$ cat config.mk
export PLATFORM = sky130hd
export DESIGN_NAME = sram_ctrl
export DESIGN_NICKNAME = d
export VERILOG_FILES = /design/src/rtl/sram_ctrl_pkg.sv /design/src/rtl/sram_phase_timer.sv /design/src/rtl/sram_ctrl.sv
export SDC_FILE = /design/constraint.sdc
export NUM_CORES = 1
export LEC_CHECK = 0
export CELL_PAD_IN_SITES_DETAIL_PLACEMENT = 0
export CELL_PAD_IN_SITES_GLOBAL_PLACEMENT = 1
export CORE_UTILIZATION = 31
export CTS_CLUSTER_DIAMETER = 200
export DETAILED_ROUTE_END_ITERATION = 12
export PLACE_DENSITY = 0.83
export SETUP_SLACK_MARGIN = 0.05
export SLEW_MARGIN = 20
export SYNTH_ARGS = -nofsm -noshare
export SYNTH_HDL_FRONTEND = slang
export SYNTH_HIERARCHICAL = 1
export SYNTH_SLANG_ARGS = --single-unit
$ cat constraint.sdc
create_clock -name clk -period 1.98 [get_ports clk]
set_input_delay 0.396 -clock clk [delete_from_list [all_inputs] [get_ports clk]]
set_output_delay 0.396 -clock clk [all_outputs]
set_load 0.02 [all_outputs]
$ cat src/rtl/sram_ctrl_pkg.sv
// Shared types and constants for the off-chip SRAM controller.
// The posted-write option is selected with the SRAM_POST_WRITE_EN macro.
package sram_ctrl_pkg;

    // Access sequencer states: one IDLE decision cycle, two half-word phases,
    // and a single completion cycle that releases the pipeline.
    typedef enum logic [1:0] {
        IDLE = 2'd0,
        LOW  = 2'd1,
        HIGH = 2'd2,
        DONE = 2'd3
    } state_t;

    // Half-word select appended below the word index to form the SRAM address.
    localparam logic HALF_LO = 1'b0;
    localparam logic HALF_HI = 1'b1;

    // Byte address that maps onto SRAM word 0.
    localparam int unsigned BASE_ADDR_DEF = 1024;

    // 32-bit word index of a byte address relative to the SRAM window.
    function automatic logic [31:0] word_index(input logic [31:0] byte_addr,
                                               input logic [31:0] base);
        return (byte_addr - base) >> 2;
    endfunction

endpackage

$ cat src/rtl/sram_phase_timer.sv
// Loadable down-counter that times one SRAM half-word phase.
// phase_last_o is high while the count is zero, i.e. on the final cycle
// of a phase that was loaded with (phase length - 1).
module sram_phase_timer #(
    parameter int TW = 1
) (
    input  logic          clk,
    input  logic          rst,
    input  logic          load_i,
    input  logic [TW-1:0] load_val_i,
    output logic          phase_last_o
);

    logic [TW-1:0] cnt_q, cnt_d;

    // Next count: reload at the start of a phase, otherwise count down to zero.
    always_comb begin
        cnt_d = cnt_q;
        if (load_i) begin
            cnt_d = load_val_i;
        end else if (cnt_q != '0) begin
            cnt_d = cnt_q - 1'b1;
        end
    end

    // Count register.
    always_ff @(posedge clk) begin
        if (rst) begin
            cnt_q <= '0;
        end else begin
            cnt_q <= cnt_d;
        end
    end

    assign phase_last_o = (cnt_q == '0);

endmodule

$ cat src/rtl/sram_ctrl.sv
// Off-chip SRAM controller: turns one 32-bit load/store from the memory
// stage into two 16-bit SRAM accesses (low half, then high half), each
// stretched to WAIT_CYCLES+1 cycles, and freezes the pipeline via ready.
// Optional SRAM_POST_WRITE_EN: stores are acknowledged immediately and
// complete in the background; any request arriving meanwhile is stalled.
module sram_ctrl
    import sram_ctrl_pkg::*;
#(
    parameter int unsigned BASE_ADDR   = BASE_ADDR_DEF,
    parameter int          WAIT_CYCLES = 1,
    parameter int          SRAM_AW     = 18
) (
    input  logic               clk,
    input  logic               rst,
    input  logic               mem_read,
    input  logic               mem_write,
    input  logic [31:0]        address,
    input  logic [31:0]        wdata,
    output logic [31:0]        rdata,
    output logic               ready,
    output logic [SRAM_AW-1:0] sram_addr,
    output logic [15:0]        sram_dq_out,
    output logic               sram_dq_oe,
    input  logic [15:0]        sram_dq_in,
    output logic               sram_we_n,
    output logic               sram_ce_n,
    output logic               sram_oe_n,
    output logic               sram_ub_n,
    output logic               sram_lb_n
);

    localparam int TW = (WAIT_CYCLES > 0) ? $clog2(WAIT_CYCLES + 1) : 1;
    localparam int WW = SRAM_AW - 1;

    state_t        state_q, state_d;
    logic [WW-1:0] word_q, word_d;
    logic [31:0]   wdata_q, wdata_d;
    logic [31:0]   rdata_q, rdata_d;
    logic [15:0]   lo_q, lo_d;
    logic          is_wr_q, is_wr_d;
    logic          tmr_load;
    logic          phase_last;
    logic          req;

    assign req = mem_read | mem_write;

    sram_phase_timer #(
        .TW (TW)
    ) u_timer (
        .clk          (clk),
        .rst          (rst),
        .load_i       (tmr_load),
        .load_val_i   (TW'(WAIT_CYCLES)),
        .phase_last_o (phase_last)
    );

    // Sequencer next state, request latching, read assembly and ready.
    always_comb begin
        state_d  = state_q;
        word_d   = word_q;
        wdata_d  = wdata_q;
        rdata_d  = rdata_q;
        lo_d     = lo_q;
        is_wr_d  = is_wr_q;
        tmr_load = 1'b0;
        ready    = 1'b0;
        case (state_q)
            IDLE: begin
`ifdef SRAM_POST_WRITE_EN
                // A store is accepted on the spot and finishes in the background.
                ready = mem_write ? 1'b1 : !req;
`else
                ready = !req;
`endif
                if (req) begin
                    word_d   = WW'(word_index(address, 32'(BASE_ADDR)));
                    wdata_d  = wdata;
                    is_wr_d  = mem_write;   // write wins if both are raised
                    tmr_load = 1'b1;
                    state_d  = LOW;
                end
            end
            LOW: begin
`ifdef SRAM_POST_WRITE_EN
                ready = is_wr_q ? !req : 1'b0;
`endif
                if (phase_last) begin
                    if (!is_wr_q) begin
                        lo_d = sram_dq_in;
                    end
                    tmr_load = 1'b1;
                    state_d  = HIGH;
                end
            end
            HIGH: begin
`ifdef SRAM_POST_WRITE_EN
                ready = is_wr_q ? !req : 1'b0;
`endif
                if (phase_last) begin
                    // rdata changes only once both halves are in hand.
                    if (!is_wr_q) begin
                        rdata_d = {sram_dq_in, lo_q};
                    end
`ifdef SRAM_POST_WRITE_EN
                    state_d = is_wr_q ? IDLE : DONE;
`else
                    state_d = DONE;
`endif
                end
            end
            DONE: begin
                ready   = 1'b1;
                state_d = IDLE;
            end
            default: begin
                state_d = IDLE;
            end
        endcase
    end

    // Sequencer and latched-request registers.
    always_ff @(posedge clk) begin
        if (rst) begin
            state_q <= IDLE;
            word_q  <= '0;
            wdata_q <= '0;
            rdata_q <= '0;
            lo_q    <= '0;
            is_wr_q <= 1'b0;
        end else begin
            state_q <= state_d;
            word_q  <= word_d;
            wdata_q <= wdata_d;
            rdata_q <= rdata_d;
            lo_q    <= lo_d;
            is_wr_q <= is_wr_d;
        end
    end

    // SRAM pin drive: active only during the two half-word phases.
    always_comb begin
        sram_addr   = '0;
        sram_we_n   = 1'b1;
        sram_dq_oe  = 1'b0;
        sram_dq_out = '0;
        if (state_q == LOW || state_q == HIGH) begin
            sram_addr = {word_q, (state_q == HIGH) ? HALF_HI : HALF_LO};
            if (is_wr_q) begin
                sram_we_n   = 1'b0;
                sram_dq_oe  = 1'b1;
                sram_dq_out = (state_q == HIGH) ? wdata_q[31:16] : wdata_q[15:0];
            end
        end
    end

    assign rdata     = rdata_q;
    assign sram_ce_n = 1'b0;
    assign sram_oe_n = 1'b0;
    assign sram_ub_n = 1'b0;
    assign sram_lb_n = 1'b0;

endmodule

==> flow_summary.toml <==
[timing]
whs_ns = 0.451
rsz0062_at_grt = "true"
setup_viol = 0
fin_crit_ns = 1.96
finalHoldViolations = 0
slew_viol_final = 0
finalCritPeriodShare_pct = 99.0
fmax_mhz = 510
fin_ws_ns = 0.0197
fin_tns_setup_ns = 0
finalClockSkew_ns = 0.00595

[die]
io_pins = 157
dieArea_um2 = 13700
dieHeight_um = 117
dieWidth_um = 117
start_util_pct = 32.2
core_um2 = 12800
rows = 41

[synthesis]
ys_seq_area_share_pct = 49.2
syn_area_um2 = 4110
synth-seq-cells = 101
ys_warn_count = 6
async_flop_share_pct = 0
yosysTopAreaCell = "dfxtp_1"
synth_top_area_share_pct = 49.2
synthTopCellsByArea = "dfxtp_1 (49%), nand2_1 (17%), a21oi_1 (11%), mux2i_1 (3.9%), clkbuf_1 (2.7%)"
synth_edf_count = 0
synthCells = 528
synth_top_cells_by_count = "nand2_1 (181), dfxtp_1 (101), a21oi_1 (91)"
postSynthAreaPerCell_um2 = 7.78
synthFlopType = "dfxtp_1"
synth_most_common_cell = "nand2_1"
synth.distinct_cells = 36

[worst_setup_path]
end_kind = "primary output"
crit_path_top_delay_cell = "dfxtp_2"
path_max_fanout = 5
cp_data_required_time_ns = 1.58
worst_ep_arrival_time_ns = 1.56
path_cells = "buf_6 -> ha_4 -> buf_6 -> mux2i_4 -> nor2_4 -> buf_6"
rrSetupSlack_ns = 0.34
max_stage_delay_ns = 0.34
crit_buf_inv = 3
crit_path_start = "state_q[1]$_SDFFE_PP0P_"
crit_top_cell = "buf_6"
crit_family = "buffers and inverters"
reg2reg_to = "rdata[16]$_SDFFE_PP0P_"
criticalPathCategory = "flop to primary output"
crit_path_start_kind = "flop"
rr_worst_depth = 8
timing.rr.start = "state_q[1]$_SDFFE_PP0P_"

[finish]
area_growth_syn_to_layout_pct = 55.0
drive_gt1_share_pct = 19.0
fillCellCount = 1222
antenna-diode-count = 0
final_cells = 857
fin_nets = 770

[worst_hold_path]
holdPathStages = 2
min_path_type = "flop to flop"
hold_end = "word_q[5]$_SDFFE_PP0P_"
worstHoldStart = "word_q[5]$_SDFFE_PP0P_"

[routing]
vias_per_cell = 4.64
wl_per_cell_um = 13.2
postRouteWirelength_mm = 11.3
vias = 3978
drtIter0Drc = 214
ant_nets = 0
drc = 0
drt_first_pass_iters = 4

[cts]
clk_pin_slew_ns = 0.07
cts_buffers = 9
tritoncts = "built"
clk_latency_ns = 0.34
cts-root-buf = "clkbuf_16"
clock_sinks = 101
cts_buffer_depth = 2
hold_buffers = 0
htreeDepth = 3

[global_route]
antenna_found_initial = 0
grt_pass1_wl_mm = 18.3
gr-total-overflow = 0
grtUsageTotal_pct = 17.5
met2_usage_pct = 29.8
grt.busiest_layer = "met2"
grt_pass1_vias = 3857
met3_usage_pct = 4.12
grt_max_degree = 55
use_met1_pct = 21.5

[placed_design]
place_ws_ns = -0.358
dp_cells = 839
dpl.hpwl_mm = 7.97
finalWeightedCongestion = 0.821
portBuffers = 137

[power]
power_leakage_nw = 2.39
power.total_mw = 8.21
peakVddDrop_uv = 560
power_density_nw_per_um2 = 1290

[run_status]
status = "completed"

[run]
cap_violations = 0
[placed cells by master (no fill, tap or decap), types with 3 or more instances in the layout]
cell type        instances
a211oi_1                 6
a21oi_1                 91
a311oi_1                 3
and2_1                  16
and3b_1                  3
buf_12                   5
buf_2                    8
buf_4                   47
buf_6                   17
clkbuf_16                9
clkdlybuf4s50_1         99
conb_1                   5
dfxtp_1                 99
ha_1                     4
inv_1                    5
mux2i_1                  6
mux2i_4                  8
nand2_1                180
nor2_1                  15
nor2_2                  10
nor3_1                   3
nor4_1                   3
xnor2_1                  3
[sequential cells by signal, indices dropped and copies added, names as in the netlist]
register,count
state_q,2
rdata,32
word_q,17
is_wr_q,1
u_timer/cnt_q,1
wdata_q,32
lo_q,16
[what timing repair did]
action | in CTS | in global routing
setup buffers | 2 | 0
pin swaps | 2 | 1
setup endpoints to repair | 37 | 34
cloned | 1 | 0
resized for setup | 208 | 23
endpoints found under the hold margin | 0 | 0
[per-layer routing]
layer  share of wire [%]  wire length, um
met2                  47             5370
met1                  45             5120
met5                   0                0
met4                 1.5              170
met3                 6.0              684
[worst reg2reg max path, cell delays in order, from the launching register on]
cell,delay [ns]
dfxtp_2,0.34
buf_6,0.10
ha_4,0.18
buf_6,0.17
buf_4,0.16
and3b_1,0.22
buf_12,0.19
nand2_1,0.08
a21oi_1,0.12
[final cells by class]
type                       count  area [um2]  area share, %
multi-input combinational    384        2110           33.2
sequential                   101        2020           31.8
timing repair buffer         178        1710           26.8
clock inverter                 5        43.8          0.688
inverter                       6        25.0          0.393
clock buffer                  11         243           3.81
tap                          172         215           3.38
[kinds of logic after synthesis]
family	Yosys count	synth area share (%)
xor gates and xnor gates	3	0.640
buffers and inverters	46	4.66
AOI/OAI and AO/OA	108	14.2
adders and majority gates	6	1.83
DFF	101	49.2
and+or+nand+nor	246	25.4
other	2	0.183
muxes	16	3.90
[stage by stage]
stage / area, um2 / util, %
3_5_place_dp: 5910 / 46.3
2_1_floorplan: 4150 / -
3_3_place_gp: 5910 / 46.3
5_1_grt: 6370 / 49.9
4_1_cts: 6280 / 49.2
6_report: 6370 / 49.9
[worst max path at each step]
stage | endpoint | slack [ns] | cells after the start
2_1_floorplan | sram_dq_out[10] | 0.05 | 6
3_3_place_gp | ready | -0.37 | 5
3_5_place_dp | ready | -0.36 | 5
4_1_cts | sram_dq_out[15] | -0.008 | 6
5_1_grt | sram_dq_out[0] | -0.05 | 6
6_report | sram_dq_out[5] | 0.02 | 6
[report_power, final]
group	switching, mW	internal [mW]	total, mW
registers	0.278	2.49	2.77
clock network	0.786	0.903	1.69
logic	2.04	1.70	3.74
Note: power is estimated with default switching activity, not from simulation.
